### src/rtl/rtc_calendar_counter_if.sv
// Control, load and status bundle for the RTC calendar counter.
// The master side drives run/load requests; the slave side returns time and date.
interface rtc_calendar_counter_if;
    logic       run;
    logic       set_time;
    logic       set_date;
    logic [4:0] set_hours;
    logic [5:0] set_minutes;
    logic [5:0] set_seconds;
    logic [6:0] set_year;
    logic [3:0] set_month;
    logic [4:0] set_day;
    logic [4:0] hours;
    logic [5:0] minutes;
    logic [5:0] seconds;
    logic [6:0] year;
    logic [3:0] month;
    logic [4:0] day;
    logic       day_wrap;
    logic       load_err;

    modport master (
        output run, set_time, set_date,
        output set_hours, set_minutes, set_seconds,
        output set_year, set_month, set_day,
        input  hours, minutes, seconds,
        input  year, month, day,
        input  day_wrap, load_err
    );

    modport slave (
        input  run, set_time, set_date,
        input  set_hours, set_minutes, set_seconds,
        input  set_year, set_month, set_day,
        output hours, minutes, seconds,
        output year, month, day,
        output day_wrap, load_err
    );
endinterface

### src/rtl/rtc_calendar_counter.sv
// Time-of-day and calendar counter stepped by clk_1Hz, with validated loads.
// Define RTC_LEAP_YEAR_EN to give February 29 days when year[1:0]==0.
module rtc_calendar_counter #(
    parameter int unsigned RST_HOUR  = 0,
    parameter int unsigned RST_MIN   = 0,
    parameter int unsigned RST_SEC   = 0,
    parameter int unsigned RST_YEAR  = 24,
    parameter int unsigned RST_MONTH = 1,
    parameter int unsigned RST_DAY   = 1
) (
    input  logic                   clk_1Hz,
    input  logic                   rst,
    rtc_calendar_counter_if.slave  bus
);

    logic [4:0] hours_q, hours_d;
    logic [5:0] minutes_q, minutes_d;
    logic [5:0] seconds_q, seconds_d;
    logic [6:0] year_q, year_d;
    logic [3:0] month_q, month_d;
    logic [4:0] day_q, day_d;
    logic       wrap_q, wrap_d;
    logic       err_q, err_d;

    logic       leap_cur, leap_set;
    logic [4:0] cur_len, set_len;
    logic       time_valid, date_valid;
    logic       t_ok, d_ok;
    logic       sec_end, min_end, hr_end;
    logic       day_carry;

    function automatic logic [4:0] month_len(input logic [3:0] mo, input logic leap);
        logic [4:0] len;
        case (mo)
            4'd2:                       len = leap ? 5'd29 : 5'd28;
            4'd4, 4'd6, 4'd9, 4'd11:    len = 5'd30;
            default:                    len = 5'd31;
        endcase
        return len;
    endfunction

`ifdef RTC_LEAP_YEAR_EN
    assign leap_cur = (year_q[1:0] == 2'b00);
    assign leap_set = (bus.set_year[1:0] == 2'b00);
`else
    assign leap_cur = 1'b0;
    assign leap_set = 1'b0;
`endif

    assign cur_len = month_len(month_q, leap_cur);
    assign set_len = month_len(bus.set_month, leap_set);

    assign time_valid = (bus.set_hours <= 5'd23) &&
                        (bus.set_minutes <= 6'd59) &&
                        (bus.set_seconds <= 6'd59);

    assign date_valid = (bus.set_year <= 7'd99) &&
                        (bus.set_month >= 4'd1) && (bus.set_month <= 4'd12) &&
                        (bus.set_day >= 5'd1) && (bus.set_day <= set_len);

    assign t_ok = bus.set_time && time_valid;
    assign d_ok = bus.set_date && date_valid;

    assign sec_end = (seconds_q == 6'd59);
    assign min_end = (minutes_q == 6'd59);
    assign hr_end  = (hours_q == 5'd23);

    // A valid time load freezes the date, so it also suppresses the day carry.
    assign day_carry = bus.run && !t_ok && sec_end && min_end && hr_end;

    always_comb begin
        hours_d   = hours_q;
        minutes_d = minutes_q;
        seconds_d = seconds_q;
        year_d    = year_q;
        month_d   = month_q;
        day_d     = day_q;
        wrap_d    = day_carry;
        err_d     = (bus.set_time && !time_valid) ||
                    (bus.set_date && !date_valid);

        if (t_ok) begin
            hours_d   = bus.set_hours;
            minutes_d = bus.set_minutes;
            seconds_d = bus.set_seconds;
        end else if (bus.run) begin
            if (sec_end) begin
                seconds_d = 6'd0;
                if (min_end) begin
                    minutes_d = 6'd0;
                    hours_d   = hr_end ? 5'd0 : hours_q + 5'd1;
                end else begin
                    minutes_d = minutes_q + 6'd1;
                end
            end else begin
                seconds_d = seconds_q + 6'd1;
            end
        end

        // A loaded date wins over any carry out of the time chain.
        if (d_ok) begin
            year_d  = bus.set_year;
            month_d = bus.set_month;
            day_d   = bus.set_day;
        end else if (day_carry) begin
            if (day_q >= cur_len) begin
                day_d = 5'd1;
                if (month_q >= 4'd12) begin
                    month_d = 4'd1;
                    year_d  = (year_q >= 7'd99) ? 7'd0 : year_q + 7'd1;
                end else begin
                    month_d = month_q + 4'd1;
                end
            end else begin
                day_d = day_q + 5'd1;
            end
        end
    end

    always_ff @(posedge clk_1Hz or posedge rst) begin
        if (rst) begin
            hours_q   <= 5'(RST_HOUR);
            minutes_q <= 6'(RST_MIN);
            seconds_q <= 6'(RST_SEC);
            year_q    <= 7'(RST_YEAR);
            month_q   <= 4'(RST_MONTH);
            day_q     <= 5'(RST_DAY);
            wrap_q    <= 1'b0;
            err_q     <= 1'b0;
        end else begin
            hours_q   <= hours_d;
            minutes_q <= minutes_d;
            seconds_q <= seconds_d;
            year_q    <= year_d;
            month_q   <= month_d;
            day_q     <= day_d;
            wrap_q    <= wrap_d;
            err_q     <= err_d;
        end
    end

    assign bus.hours    = hours_q;
    assign bus.minutes  = minutes_q;
    assign bus.seconds  = seconds_q;
    assign bus.year     = year_q;
    assign bus.month    = month_q;
    assign bus.day      = day_q;
    assign bus.day_wrap = wrap_q;
    assign bus.load_err = err_q;

endmodule

### src/flat_wrapper.sv
// flat-port wrapper written by rule: the top's interface ports become plain ports
module rtc_calendar_counter_flat 
#(
    parameter int unsigned RST_HOUR  = 0,
    parameter int unsigned RST_MIN   = 0,
    parameter int unsigned RST_SEC   = 0,
    parameter int unsigned RST_YEAR  = 24,
    parameter int unsigned RST_MONTH = 1,
    parameter int unsigned RST_DAY   = 1
)
  (clk_1Hz, rst, bus_run, bus_set_time, bus_set_date, bus_set_hours, bus_set_minutes, bus_set_seconds, bus_set_year, bus_set_month, bus_set_day, bus_hours, bus_minutes, bus_seconds, bus_year, bus_month, bus_day, bus_day_wrap, bus_load_err);
  rtc_calendar_counter_if bus_i ();
  input  logic clk_1Hz;
  input  logic rst;
  input wire logic [$bits(bus_i.run)-1:0] bus_run;
  input wire logic [$bits(bus_i.set_time)-1:0] bus_set_time;
  input wire logic [$bits(bus_i.set_date)-1:0] bus_set_date;
  input wire logic [$bits(bus_i.set_hours)-1:0] bus_set_hours;
  input wire logic [$bits(bus_i.set_minutes)-1:0] bus_set_minutes;
  input wire logic [$bits(bus_i.set_seconds)-1:0] bus_set_seconds;
  input wire logic [$bits(bus_i.set_year)-1:0] bus_set_year;
  input wire logic [$bits(bus_i.set_month)-1:0] bus_set_month;
  input wire logic [$bits(bus_i.set_day)-1:0] bus_set_day;
  output wire logic [$bits(bus_i.hours)-1:0] bus_hours;
  output wire logic [$bits(bus_i.minutes)-1:0] bus_minutes;
  output wire logic [$bits(bus_i.seconds)-1:0] bus_seconds;
  output wire logic [$bits(bus_i.year)-1:0] bus_year;
  output wire logic [$bits(bus_i.month)-1:0] bus_month;
  output wire logic [$bits(bus_i.day)-1:0] bus_day;
  output wire logic [$bits(bus_i.day_wrap)-1:0] bus_day_wrap;
  output wire logic [$bits(bus_i.load_err)-1:0] bus_load_err;
  assign bus_i.run = bus_run;
  assign bus_i.set_time = bus_set_time;
  assign bus_i.set_date = bus_set_date;
  assign bus_i.set_hours = bus_set_hours;
  assign bus_i.set_minutes = bus_set_minutes;
  assign bus_i.set_seconds = bus_set_seconds;
  assign bus_i.set_year = bus_set_year;
  assign bus_i.set_month = bus_set_month;
  assign bus_i.set_day = bus_set_day;
  assign bus_hours = bus_i.hours;
  assign bus_minutes = bus_i.minutes;
  assign bus_seconds = bus_i.seconds;
  assign bus_year = bus_i.year;
  assign bus_month = bus_i.month;
  assign bus_day = bus_i.day;
  assign bus_day_wrap = bus_i.day_wrap;
  assign bus_load_err = bus_i.load_err;
  rtc_calendar_counter #(.RST_HOUR(RST_HOUR), .RST_MIN(RST_MIN), .RST_SEC(RST_SEC), .RST_YEAR(RST_YEAR), .RST_MONTH(RST_MONTH), .RST_DAY(RST_DAY)) u_core (.clk_1Hz(clk_1Hz), .rst(rst), .bus(bus_i));
endmodule
### config.mk
export PLATFORM = sky130hd
export DESIGN_NAME = rtc_calendar_counter_flat
export DESIGN_NICKNAME = d
export VERILOG_FILES = /design/src/rtl/rtc_calendar_counter_if.sv /design/src/rtl/rtc_calendar_counter.sv /design/src/flat_wrapper.sv
export SDC_FILE = /design/constraint.sdc
export NUM_CORES = 1
export LEC_CHECK = 0
export ABC_AREA = 1
export BUFFER_PORTS_ARGS = -buffer_cell sky130_fd_sc_hd__clkbuf_2
export CORE_MARGIN = 3
export CORE_UTILIZATION = 55
export CTS_CLUSTER_DIAMETER = 60
export DETAILED_ROUTE_END_ITERATION = 8
export HOLD_SLACK_MARGIN = 0.12
export PLACE_DENSITY_LB_ADDON = 0.12
export SYNTH_ARGS = -nofsm -noshare
export SYNTH_HDL_FRONTEND = slang
export SYNTH_SLANG_ARGS = --single-unit
### constraint.sdc
create_clock -name clk_1Hz -period 3.8 [get_ports clk_1Hz]
set_clock_uncertainty 0.2 [all_clocks]
set_input_delay 0.76 -clock clk_1Hz [delete_from_list [all_inputs] [get_ports clk_1Hz]]
set_output_delay 0.76 -clock clk_1Hz [all_outputs]
set_load 0.02 [all_outputs]
## Word level (Yosys, flattened, before mapping)

Cells that the tools add are included.

- Magnitude comparators: 11
- Eq/ne operators: 13
- Multiplexer cells: 26
- Reduce and logical (&&, ||, !) cells: 30
- Add/subtract/negate cells: 6

Operators by type and width:

| cell | count |
|---|---|
| $mux W6 | 7 |
| $mux W5 | 8 |
| $mux W7 | 5 |
| $eq A4 B3 Y1 const B | 4 |
| $eq A4 B4 Y1 const B | 4 |
| $mux W4 | 4 |
| $logic_and A1 B1 Y1 | 14 |
| $add A6 B1 Y6 const B | 2 |
| $eq A6 B6 Y1 const B | 2 |
| $le A6 B6 Y1 const B | 2 |
| $reduce_bool A2 Y1 | 6 |
| $add A5 B1 Y5 const B | 2 |
| $eq A4 B2 Y1 const B | 2 |
| $pmux W2 S2 | 2 |
| $reduce_or A4 Y1 | 2 |
| $add A7 B1 Y7 const B | 1 |
| $ge A7 B7 Y1 const B | 1 |
| $le A7 B7 Y1 const B | 1 |
| $reduce_and A3 Y1 | 2 |
| $eq A5 B5 Y1 const B | 1 |
| $ge A5 B1 Y1 const B | 1 |
| $ge A5 B5 Y1 | 1 |
| $le A5 B5 Y1 | 1 |
| $le A5 B5 Y1 const B | 1 |
| 7 further kinds | 10 |

- Output and inout bits: 35
- Bits of input ports: 38
- Logic and storage cells: 94
- Register bits after elaboration: 35

## Longest topological paths before layout

Gate-level depths: netlist (run 1).

- Depth in word-level cells: 11
- Gate-level depth with buffers: 15
- Gate-level depth less buffers: 14

## Least setup slack after synthesis (run 1)

Ideal clock, no wire load.

- Kind: register to register
- Start: reg u_core.month_q[0] (netlist: u_core.bus.month[0])
- End: reg u_core.year_q[0] (netlist: u_core.bus.year[0])
- Library setup time: 117 ps
- Cell stages (with the launch flop): 13
- Data arrival time: 2274 ps
- Data required time: 3483 ps
- Path buffers: 1
- Period minus slack after synthesis: 2591 ps
- Setup slack: 1209 ps
- Cell sequence: dfstp_2 inv_1 ha_1 nor3b_1 o31ai_1 ha_1 o21ai_0 nand2_1 nand3_1 o21ai_4 buf_6 nand3_1 nand2_1

- Word-level cells in the longest chain between the ends: 6
- Elaborated cells on any way between the ends: 12
- Those cells by class: order compare: 2; eq/ne: 5; mux: 1; reduce/logical: 4

RTL lines:

| element | RTL line | source |
|---|---|---|
| start, declared | rtc_calendar_counter.sv:20 | `logic [3:0] month_q, month_d;` |
| start signal, assigned | rtc_calendar_counter.sv:126 | `month_q <= 4'(RST_MONTH);` |
| start signal, assigned | rtc_calendar_counter.sv:135 | `month_q <= month_d;` |
| $eq A4 B3 Y1 or $eq A4 B4 Y1 (tied branches) | rtc_calendar_counter.sv:34 | `case (mo)` |
| $reduce_or A4 Y1 | rtc_calendar_counter.sv:34 |  |
| $pmux W2 S2 | rtc_calendar_counter.sv:34 |  |
| $ge A5 B5 Y1 | rtc_calendar_counter.sv:106 | `if (day_q >= cur_len) begin` |
| $reduce_bool A2 Y1 (no line) | -- |  |
| $reduce_and A3 Y1 (no line) * | -- |  |
| end signal, assigned | rtc_calendar_counter.sv:125 | `year_q <= 7'(RST_YEAR);` |
| end signal, assigned | rtc_calendar_counter.sv:134 | `year_q <= year_d;` |
| end, declared | rtc_calendar_counter.sv:19 | `logic [6:0] year_q, year_d;` |

Every way passes the cells marked *; elsewhere a longest branch is shown, timed or not.
A chain may end at the register's enable or synchronous reset.

## Final worst setup path (run 1)

- Start: reg u_core.month_q[0] (netlist: u_core.bus.month[0])
- End: reg u_core.year_q[2] (netlist: u_core.bus.year[2])

Same word-level chain as after synthesis.

==> run summary, run 1 <==
Status = finished, final reports clean
Worst R2R Start = u_core.bus.month[0]$_DFFE_PP1P_
WP data arrival = 2.95 ns
Setup repair after global routing missed its margin = no
Internal = 956 uW
Setup_tns = 0 ns
Clk Latency, worst-skew pair = 0.30 ns
Delay-heaviest family, CP = simple AND/OR/NAND/NOR gates
CP most frequent cell = nand2_1
Total global routing overflow = 0
CTS tree = yes
Synth Instances = 369
Worst path bufs/invs = 1
Core area = 4440 um^2
Comb pwr share = 0.457
Ys Warns = 0
Clock root cell = clkbuf_8
Max Transition Viols Final = 0
Initial DRC count = 208
Crit path launch type = flip-flop
Max stage delay on crit path = 0.59 ns
Part of the power in the clock network = 0.165
Worst vdd ir = 0.000281 V
Nets@finish = 495
Syn Nets = 420
Flop pwr share = 0.378
Slew headroom = 0.573
Final Critical Period = 2.96 ns
Final Total Pwr = 1770 uW
Post-CTS setup buffer count = 0
Die height = 74.4 um
Post-Layout Inst Area = 3060 um^2
Clock Pin Slew Worst Setup and Hold Paths = 0.08 ns
# H-tree levels = 2
Chip width = 74.4 um
Dpl cell area = 2970 um^2
Synthesized cell area = 2570 um^2
Fmax = 337 MHz
Sw power = 816 uW
Post-synthesis sequential area ratio = 0.342
Crit-path cells = inv_1, ha_1, nor3b_1, o31ai_1, ha_1, o21ai_0, nand2_1, nand3_1, o21ai_4, nand2_2, nand2_1, nand2_1
Antenna viol nets, final = 0
Largest net degree at the start of global routing = 20
# hold bufs at CTS = 0
DR vias/cell = 5.31
Resize count post-CTS = 0
Post-detail-place hpwl = 4970 um
Drt pass-1 iters = 4
Initial Util = 0.579
Top Ports = 73
Tightest Pin Transition = 0.640 ns
Crit-path max FO = 13
Routed wire length = 6360 um
Worst setup path class = flip-flop to flip-flop
Clock Sinks = 35
Gpl congestion = 0.878
Fillers = 405
Util after Layout = 0.688
Final Hold Vio Count = 0
Mean Syn Cell Area = 6.97 um^2
Initial antenna violation count = 0
DIE AREA = 5540 um^2
Kind of end point of the critical path = flip-flop
WL per Instance = 12.8 um
Vias in the first global route = 2295
Leak Pwr = 0.00172 uW
CP Data Required Time = 3.79 ns
Global-route wire length before repair = 10300 um
Layout cell share with drive strength beyond 1 = 0.222
Post-synth EDFFs = 0
FFs w/ async S/R, synth = 1.00
Port bufs = 72
Worst setup path start = u_core.bus.month[0]$_DFFE_PP1P_
ANT cells = 0
Worst hold path class = input pin to async pin
Max stage delay cell, worst path = dfstp_2
Max Cap Viol = 0
All-Layer GR Usage = 0.240
Num CTS Buffers = 5
Switching portion of total power = 0.461
Library cells used by synthesis = 33
Flops & latches, synth = 35
Total number of vias = 2640
Setup Viol. Count Final = 0
DR DRC count = 0
Final period util = 0.780
CTS max path bufs = 2
Placement row count = 24
Hold WS = 0.310 ns
Area Growth Syn to Fin = 18.8%
Pwr dens = 579 nW/um^2
Main synth FF type = dfrtp_1
[power groups by stage]
stage / combinational (uW) / sequential, uW / clock, uW
floorplan: 435 / 785 / 0
global placement: 793 / 671 / 0
global route: 916 / 694 / 312
CTS: 812 / 669 / 295
detailed placement: 805 / 674 / 0
finish: 810 / 670 / 292
[worst register-to-register path, stage by stage, from the launching register on]
cell     delay, ns
dfstp_2       0.59
inv_1         0.07
ha_1          0.21
nor3b_1       0.16
o31ai_1       0.30
ha_1          0.17
o21ai_0       0.08
nand2_1       0.08
nand3_1       0.24
o21ai_4       0.42
nand2_2       0.17
nand2_1       0.11
nand2_1       0.05
[path summary, 6_finish.rpt]
kind | endpoint | slack (ns) | depth (start not counted)
max reg2reg | u_core.bus.year[2]$_DFFE_PP0P_ | 0.84 | 12
max | u_core.bus.year[2]$_DFFE_PP0P_ | 0.84 | 12
min | u_core.bus.seconds[5]$_DFFE_PP0P_ | 0.31 | 2
max in group asynchronous | u_core.bus.year[4]$_DFFE_PP1P_ | 2.31 | 3
min in group clk_1Hz | u_core.bus.year[4]$_DFFE_PP1P_ | 0.32 | 2
min reg2reg | u_core.bus.year[4]$_DFFE_PP1P_ | 0.32 | 2
[synth_stat cells, types with 3 or more instances]
library cell,n,share of area
nand4_1,13,0.032
buf_6,3,0.013
nor2_2,3,0.0073
ha_1,13,0.063
xor2_1,7,0.024
dfrtp_1,31,0.30
o21ai_0,15,0.029
nand2_1,125,0.18
inv_1,42,0.061
xnor2_1,6,0.020
dfstp_2,4,0.041
nand2_2,3,0.0073
nand3_1,47,0.091
o211ai_1,7,0.020
nor2_1,27,0.039
[metal layers]
metal | wire (um) | global-route usage | vias up | share of wire
li1 | - | - | 1357 | -
met1 | 3110 | 0.348 | 1202 | 0.49
met2 | 2770 | 0.359 | 71 | 0.44
met3 | 366 | 0.0446 | 10 | 0.058
met4 | 103 | 0.0791 | 0 | 0.016
met5 | 0 | 0 | - | 0
[sequential cells by signal, indices dropped and copies added, names as in the netlist]
| signal | count |
|---|---|
| u_core.bus.day | 5 |
| u_core.bus.day_wrap | 1 |
| u_core.bus.hours | 5 |
| u_core.bus.load_err | 1 |
| u_core.bus.minutes | 6 |
| u_core.bus.month | 4 |
| u_core.bus.seconds | 6 |
| u_core.bus.year | 7 |
[cells by family (layout without fill, tap and decap cells)]
kind of cell,after synthesis,after routing,share of synthesized area
buf+inv,49,125,0.0812
xor+xnor,13,13,0.0442
fa+ha+maj,13,13,0.0632
simple gates,227,227,0.388
compound gates,32,32,0.0807
flops,35,35,0.342
[layout by cell type (no fill, tap or decap), types with 2 or more instances in the layout]
cell and instances:
a21oi_1 2, buf_4 2, clkbuf_2 72, clkbuf_8 6
dfrtp_1 31, dfstp_2 4, ha_1 13, inv_1 42
nand2_1 125, nand2_2 3, nand3_1 47, nand3_2 2
nand4_1 13, nor2_1 27, nor2_2 3, o211ai_1 7
o21ai_0 15, o21bai_1 2, or2_2 2, xnor2_1 6
xor2_1 7
[area by class of cell]
cell class	count	area [um^2]	area share
inverters	43	161	0.0528
clock buffers	7	86.3	0.0282
well taps	52	65.1	0.0213
repair buffers	74	375	0.123
multi-input cells	285	1480	0.485
flip-flops and latches	35	881	0.288
clock inverters	1	5.00	0.00164
[per-stage QoR]
step                setup WS, ns  cells
floorplan                   1.21    369
global placement           0.863    489
detailed placement         0.794    489
CTS                        0.848    497
global route               0.582    497
finish                     0.836    497
No activity file was read; power rests on OpenSTA's default activity.
==> run 2, diff against run 1 <==
--- a/config.mk
+++ b/config.mk
@@ -8,7 +8,7 @@
 export ABC_AREA = 1
 export BUFFER_PORTS_ARGS = -buffer_cell sky130_fd_sc_hd__clkbuf_2
 export CORE_MARGIN = 3
-export CORE_UTILIZATION = 55
+export CORE_UTILIZATION = 48
 export CTS_CLUSTER_DIAMETER = 60
 export DETAILED_ROUTE_END_ITERATION = 8
 export HOLD_SLACK_MARGIN = 0.12
==> constraint.sdc (replaced) <==
create_clock -name clk_1Hz -period 2.4 [get_ports clk_1Hz]
set_clock_uncertainty 0.2 [all_clocks]
set_input_delay 0.48 -clock clk_1Hz [delete_from_list [all_inputs] [get_ports clk_1Hz]]
set_output_delay 0.48 -clock clk_1Hz [all_outputs]
set_load 0.02 [all_outputs]
==> run 2 against run 1 <==
Compared with the run above: the run now ends with negative setup slack left; first-iteration DRC count down 63%; routed wire length increased by 2.2%; largest power group unchanged; clock-buffer cell count stayed put; sequential share of layout area decreased by 2.6 points; highest routed layer unchanged; core utilization fell by 3.3 points.
==> run summary, run 2 (synthesis gave the netlist of run 1 again) <==
Status = complete, but fails checks (was finished, final reports clean)
Violated checks = negative setup slack
Final period util = 1.02 (was 0.780)
Vias in the first global route = 2453 (was 2295)
Placement row count = 26 (was 24)
Worst setup path start = u_core.bus.month[0]$_DFFE_PP1P_ (unchanged)
Area Growth Syn to Fin = 30.7% (was 18.8%)
Fillers = 484 (was 405)
Drt pass-1 iters = 4 (unchanged)
# H-tree levels = 2 (unchanged)
All-Layer GR Usage = 0.215 (was 0.240)
Num CTS Buffers = 5 (unchanged)
Clock Sinks = 35 (unchanged)
Hold EP = u_core.bus.minutes[0]$_DFFE_PP0P_
WP data arrival = 2.42 ns (was 2.95 ns)
Top Ports = 73 (unchanged)
WHS Path Cells = 3
DR vias/cell = 5.03 (was 5.31)
Initial antenna violation count = 0 (unchanged)
Final Hold Vio Count = 0 (unchanged)
Crit-path max FO = 7 (was 13)
Hold WS = 0.223 ns (was 0.310 ns)
Post-detail-place hpwl = 5020 um (was 4970 um)
Final Critical Period = 2.45 ns (was 2.96 ns)
Global-route wire length before repair = 10900 um (was 10300 um)
Max stage delay on crit path = 0.57 ns (was 0.59 ns)
Commonest cells after routing, fill and taps aside = nand2_1, clkbuf_2, inv_1, nand3_1, dfrtp_1 (was nand2_1, clkbuf_2, nand3_1, inv_1, dfrtp_1)
Worst hold path class = input pin to flip-flop (was input pin to async pin)
Worst vdd ir = 0.000502 V (was 0.000281 V)
Initial DRC count = 78 (was 208)
Nets@finish = 512 (was 495)
Total global routing overflow = 0 (unchanged)
Antenna viol nets, final = 0 (unchanged)
Max Transition Viols Final = 0 (unchanged)
Clk Latency, worst-skew pair = 0.29 ns (was 0.30 ns)
Routed wire length = 6490 um (was 6360 um)
Total number of vias = 2677 (was 2640)
Initial Util = 0.501 (was 0.579)
Leak Pwr = 0.00183 uW (was 0.00172 uW)
Number of flip-flops under the largest register name = 7 (unchanged)
Commonest non-fill, non-tap cell in the layout = nand2_1 (unchanged)
Gpl congestion = 0.823 (was 0.878)
Worst reg-to-reg setup slack = -0.05 ns (was 0.84 ns)
Layout cell share with drive strength beyond 1 = 0.299 (was 0.222)
Chip width = 79.2 um (was 74.4 um)
CTS max path bufs = 2 (unchanged)
WL per Instance = 12.2 um (was 12.8 um)
Area of the multi-input gates = 1600 um^2 (was 1480 um^2)
Core area = 5140 um^2 (was 4440 um^2)
Worst R2R Start = u_core.bus.month[0]$_DFFE_PP1P_ (unchanged)
DIE AREA = 6280 um^2 (was 5540 um^2)
Worst R2R End = u_core.bus.year[2]$_DFFE_PP0P_ (unchanged)
Hold path start = bus_set_minutes[0]
Worst setup path class = flip-flop to flip-flop (unchanged)
DR DRC count = 0 (unchanged)
Crit path launch type = flip-flop (unchanged)
Port bufs = 72 (unchanged)
Tightest Pin Transition = 0.466 ns (was 0.640 ns)
Clock Pin Slew Worst Setup and Hold Paths = 0.08 ns (about the same)
Clock root cell = clkbuf_8 (unchanged)
Pwr dens = 883 nW/um^2 (was 579 nW/um^2)
Largest net degree at the start of global routing = 36 (was 20)
ANT cells = 0 (unchanged)
CTS tree = yes (unchanged)
Sequential standard cell area = 882 um^2 (was 881 um^2)
Util after Layout = 0.655 (was 0.688)
Crit-path cells = buf_6, ha_4, nor2_2, nor2_2, o31ai_2, ha_1, o21ai_1, nand2_1, nand3_2, o21ai_4, nand2_4, nand2_1, nand2_2 (was inv_1, ha_1, nor3b_1, o31ai_1, ha_1, o21ai_0, nand2_1, nand3_1, o21ai_4, nand2_2, nand2_1, nand2_1)
CP Data Required Time = 2.37 ns (was 3.79 ns)
Max stage delay cell, worst path = dfstp_2 (unchanged)
Kind of end point of the critical path = flip-flop (unchanged)
Fmax = 409 MHz (was 337 MHz)
R2R depth = 13 (was 12)
Setup Viol. Count Final = 13 (was 0)
Max Cap Viol = 0 (unchanged)
PnR worst setup slack = -0.0476 ns (was 0.836 ns)
Setup repair after global routing missed its margin = yes (was no)
Die height = 79.2 um (was 74.4 um)
Slew headroom = 0.688 (was 0.573)
[run 2: cell count changes in the layout (fill, tap and decap cells not counted), moves of 3 or more]
cell / change
buf_4: +12
nand3_1: -8
nand3_2: +8
ha_1: -4
ha_4: +4
inv_1: -3
nand2_1: -3
[run 2: cell type report]
class                   count  share of cell area
multi-input cells         285               0.476
flip-flops and latches     35               0.262
repair buffers             91               0.160
inverters                  43              0.0487
well taps                  70              0.0260
clock buffers               7              0.0257
clock inverters             1             0.00149
[run 2: worst max-delay path by stage]
stage                     cells after the start                               to
final                                        13   u_core.bus.year[2]$_DFFE_PP0P_
after global routing                         13    u_core.bus.day[0]$_DFFE_PP1P_
after CTS                                    12  u_core.bus.month[1]$_DFFE_PP0P_
after detailed placement                     13  u_core.bus.month[1]$_DFFE_PP0P_
after global placement                       13  u_core.bus.month[1]$_DFFE_PP0P_
after floorplan                              12   u_core.bus.year[0]$_DFFE_PP0P_
[run 2: per-layer routing]
metal / vias up / track usage / part of all wire
met2: 53 / 0.355 / 0.48
met4: 0 / 0.0584 / 0.010
met3: 5 / 0.0431 / 0.041
li1: 1386 / - / -
met1: 1233 / 0.285 / 0.47
met5: - / 0 / 0
[run 2: worst max-delay path, delay by kind of cell (launching register included)]
kind,cells,cell delay [ns]
compound gates,3,0.40
flops,1,0.57
fa+ha+maj,2,0.41
buf+inv,1,0.13
simple gates,7,0.64
[run 2: power by group]
part | internal, uW | leakage (uW) | total (uW) | switching, uW
registers | 792 | 0.000424 | 1080 | 284
logic | 597 | 0.00136 | 1460 | 859
clock network | 231 | 0.0000482 | 441 | 209
[run 2: through the flow]
| step | setup slack, ns | power, uW | area, um^2 | setup TNS [ns] | std cells |
|---|---|---|---|---|---|
| final | -0.0476 | 2970 | 3360 | -0.272 | 532 |
| after global routing | -0.160 | 3230 | 3360 | -2.13 | 532 |
| after CTS | -0.000164 | 2910 | 3290 | -0.000164 | 531 |
| after detailed placement | -0.0806 | 2430 | 3150 | -0.886 | 520 |
| after global placement | -0.0275 | 2400 | 3150 | -0.173 | 520 |
| after floorplan | -0.0129 | 1960 | 2610 | -0.0890 | 369 |
[run 2: repair_timing]
action,4_1_cts,5_1_grt
resized for setup,6,16
pin swaps,5,11
setup endpoints to repair,5,16
endpoints found under the hold margin,31,0
hold buffers,1,0
buffers inserted,2,1
==> run 3, diff against run 2 <==
--- a/config.mk
+++ b/config.mk
@@ -12,7 +12,7 @@
 export CTS_CLUSTER_DIAMETER = 60
 export DETAILED_ROUTE_END_ITERATION = 8
 export HOLD_SLACK_MARGIN = 0.12
-export PLACE_DENSITY_LB_ADDON = 0.12
+export PLACE_DENSITY_LB_ADDON = 0.1
 export SYNTH_ARGS = -nofsm -noshare
 export SYNTH_HDL_FRONTEND = slang
 export SYNTH_SLANG_ARGS = --single-unit
==> run 3 against run 2 <==
Compared with the run above: the flow still finishes with violations (negative setup slack); sequential power about the same; cell area increased by 0.33%; register-to-register slack barely moved; clock power increased by 27%; highest routed layer unchanged.
==> run summary, run 3 (synthesis gave the netlist of run 1 again) <==
Fillers = 473 (was 484)
Setup Viol. Count Final = 11 (was 13)
WL per Instance = 12.6 um (was 12.2 um)
Worst setup path class = flip-flop to flip-flop (unchanged)
Antenna viol nets, final = 0 (unchanged)
Leak Pwr = 0.00184 uW (was 0.00183 uW)
Die height = 79.2 um (unchanged)
Port bufs = 72 (unchanged)
Max Transition Viols Final = 0 (unchanged)
Num CTS Buffers = 5 (unchanged)
R2R depth = 13 (unchanged)
Total number of vias = 2678 (was 2677)
Initial DRC count = 137 (was 78)
Top Ports = 73 (unchanged)
Crit-path max FO = 7 (unchanged)
Worst vdd ir = 0.000413 V (was 0.000502 V)
Final period util = 1.02 (about the same)
Drt pass-1 iters = 4 (unchanged)
Pwr dens = 919 nW/um^2 (was 883 nW/um^2)
Chip width = 79.2 um (unchanged)
Post-Layout Inst Area = 3380 um^2 (was 3360 um^2)
Routed wire length = 6710 um (was 6490 um)
Final Non-Filler Cells = 533 (was 532)
Setup WS pre-CTS = -0.0705 ns (was -0.0806 ns)
Total global routing overflow = 0 (unchanged)
Status = complete, but fails checks (unchanged)
Fmax = 407 MHz (was 409 MHz)
Commonest non-fill, non-tap cell in the layout = nand2_1 (unchanged)
Hold WS = 0.222 ns (was 0.223 ns)
Dpl cell area = 3160 um^2 (was 3150 um^2)
Clock root cell = clkbuf_8 (unchanged)
Layout cell share with drive strength beyond 1 = 0.311 (was 0.299)
All-Layer GR Usage = 0.222 (was 0.215)
Crit path launch type = flip-flop (unchanged)
WHS Path Cells = 3 (unchanged)
DIE AREA = 6280 um^2 (unchanged)
Final Critical Period = 2.45 ns (about the same)
DR DRC count = 0 (unchanged)
Number of flip-flops under the largest register name = 7 (unchanged)
Initial antenna violation count = 0 (unchanged)
Placed Instances = 523 (was 520)
Commonest cells after routing, fill and taps aside = nand2_1, clkbuf_2, inv_1, nand3_1, dfrtp_1 (unchanged)
Violated checks = negative setup slack (unchanged)
ANT cells = 0 (unchanged)
Core area = 5140 um^2 (unchanged)
DR vias/cell = 5.02 (was 5.03)
CTS tree = yes (unchanged)
Area Growth Syn to Fin = 31.2% (was 30.7%)
Post-detail-place hpwl = 5060 um (was 5020 um)
Clock Pin Slew Worst Setup and Hold Paths = 0.08 ns (about the same)
Final Hold Vio Count = 0 (unchanged)
Global-route wire length before repair = 11200 um (was 10900 um)
Nets@finish = 513 (was 512)
CP Data Required Time = 2.39 ns (was 2.37 ns)
Slew headroom = 0.677 (was 0.688)
Worst hold path class = input pin to flip-flop (unchanged)
Setup repair after global routing missed its margin = yes (unchanged)
Kind of end point of the critical path = flip-flop (unchanged)
WP data arrival = 2.44 ns (was 2.42 ns)
PnR worst setup slack = -0.0547 ns (was -0.0476 ns)
Vias in the first global route = 2473 (was 2453)
Final Total Pwr = 3100 uW (was 2970 uW)
Max Cap Viol = 0 (unchanged)
Gpl congestion = 0.857 (was 0.823)
# H-tree levels = 2 (unchanged)
Tightest Pin Transition = 0.483 ns (was 0.466 ns)
Clk Latency, worst-skew pair = 0.29 ns (about the same)
Initial Util = 0.501 (unchanged)
Placement row count = 26 (unchanged)
Largest net degree at the start of global routing = 36 (unchanged)
CTS max path bufs = 2 (unchanged)
Clock Sinks = 35 (unchanged)
## run 3: cell types whose count changed in the layout (fill, tap and decap cells not counted), sizes merged
cell,delta
buf,+1
bufinv,+1
clkbuf,-1
## run 3: critical path: stages (launching register included)
cell and delay, ns:
dfstp_2 0.55, buf_6 0.13, ha_4 0.14, nor2_2 0.04, nor2_1 0.13, o31ai_2 0.08, ha_2 0.32, o21ai_2 0.05
nand2_1 0.06, nand3_2 0.09, o21ai_4 0.29, nand2_4 0.13, nand2_2 0.09, nand2_1 0.05
## run 3: per-layer routing
layer | share of wire | GRT usage | vias up
met5 | 0 | 0 | -
met4 | 0.017 | 0.0739 | 0
met3 | 0.058 | 0.0374 | 11
met2 | 0.45 | 0.353 | 75
met1 | 0.48 | 0.306 | 1197
li1 | - | - | 1395
## run 3: layout make-up
cell class	instances	area, um^2	share of cell area
repair buffers	92	537	0.159
flip-flops and latches	35	882	0.261
inverters	43	161	0.0478
clock inverters	2	35.0	0.0104
multi-input cells	285	1590	0.471
clock buffers	6	82.6	0.0245
well taps	70	87.6	0.0259
## run 3: report_power, final
part           total [uW]  internal (uW)  leakage (uW)  switching [uW]
Combinational        1480            600       0.00136             879
Sequential           1060            792      0.000424             270
Clock                 560            336     0.0000612             224
Total                3100           1730       0.00184            1370
## run 3: repair_timing
| action | in CTS | in global routing |
|---|---|---|
| hold buffers | 1 | 0 |
| endpoints found under the setup margin | 0 | 16 |
| endpoints found under the hold margin | 31 | 0 |
| setup buffers | 0 | 1 |
| resized for setup | 0 | 24 |
## run 3: metrics by stage
| stage | utilization | TNS (ns) |
|---|---|---|
| floorplan | - | -0.0890 |
| global route | 0.657 | -1.72 |
| finish | 0.657 | -0.302 |
| CTS | 0.639 | 0 |
| global placement | 0.614 | -0.327 |
| detailed placement | 0.614 | -0.538 |
## run 3: final timing paths
path | from | to | slack (ns)
max | u_core.bus.month[0]$_DFFE_PP1P_ | u_core.bus.year[5]$_DFFE_PP0P_ | -0.05
max in group asynchronous | rst | u_core.bus.day[0]$_DFFE_PP1P_ | 1.03
min in group asynchronous | rst | u_core.bus.year[0]$_DFFE_PP0P_ | 0.62
min reg2reg | u_core.bus.year[3]$_DFFE_PP1P_ | u_core.bus.year[3]$_DFFE_PP1P_ | 0.32
min | bus_set_seconds[0] | u_core.bus.seconds[0]$_DFFE_PP0P_ | 0.22
max reg2reg | u_core.bus.month[0]$_DFFE_PP1P_ | u_core.bus.year[5]$_DFFE_PP0P_ | -0.05
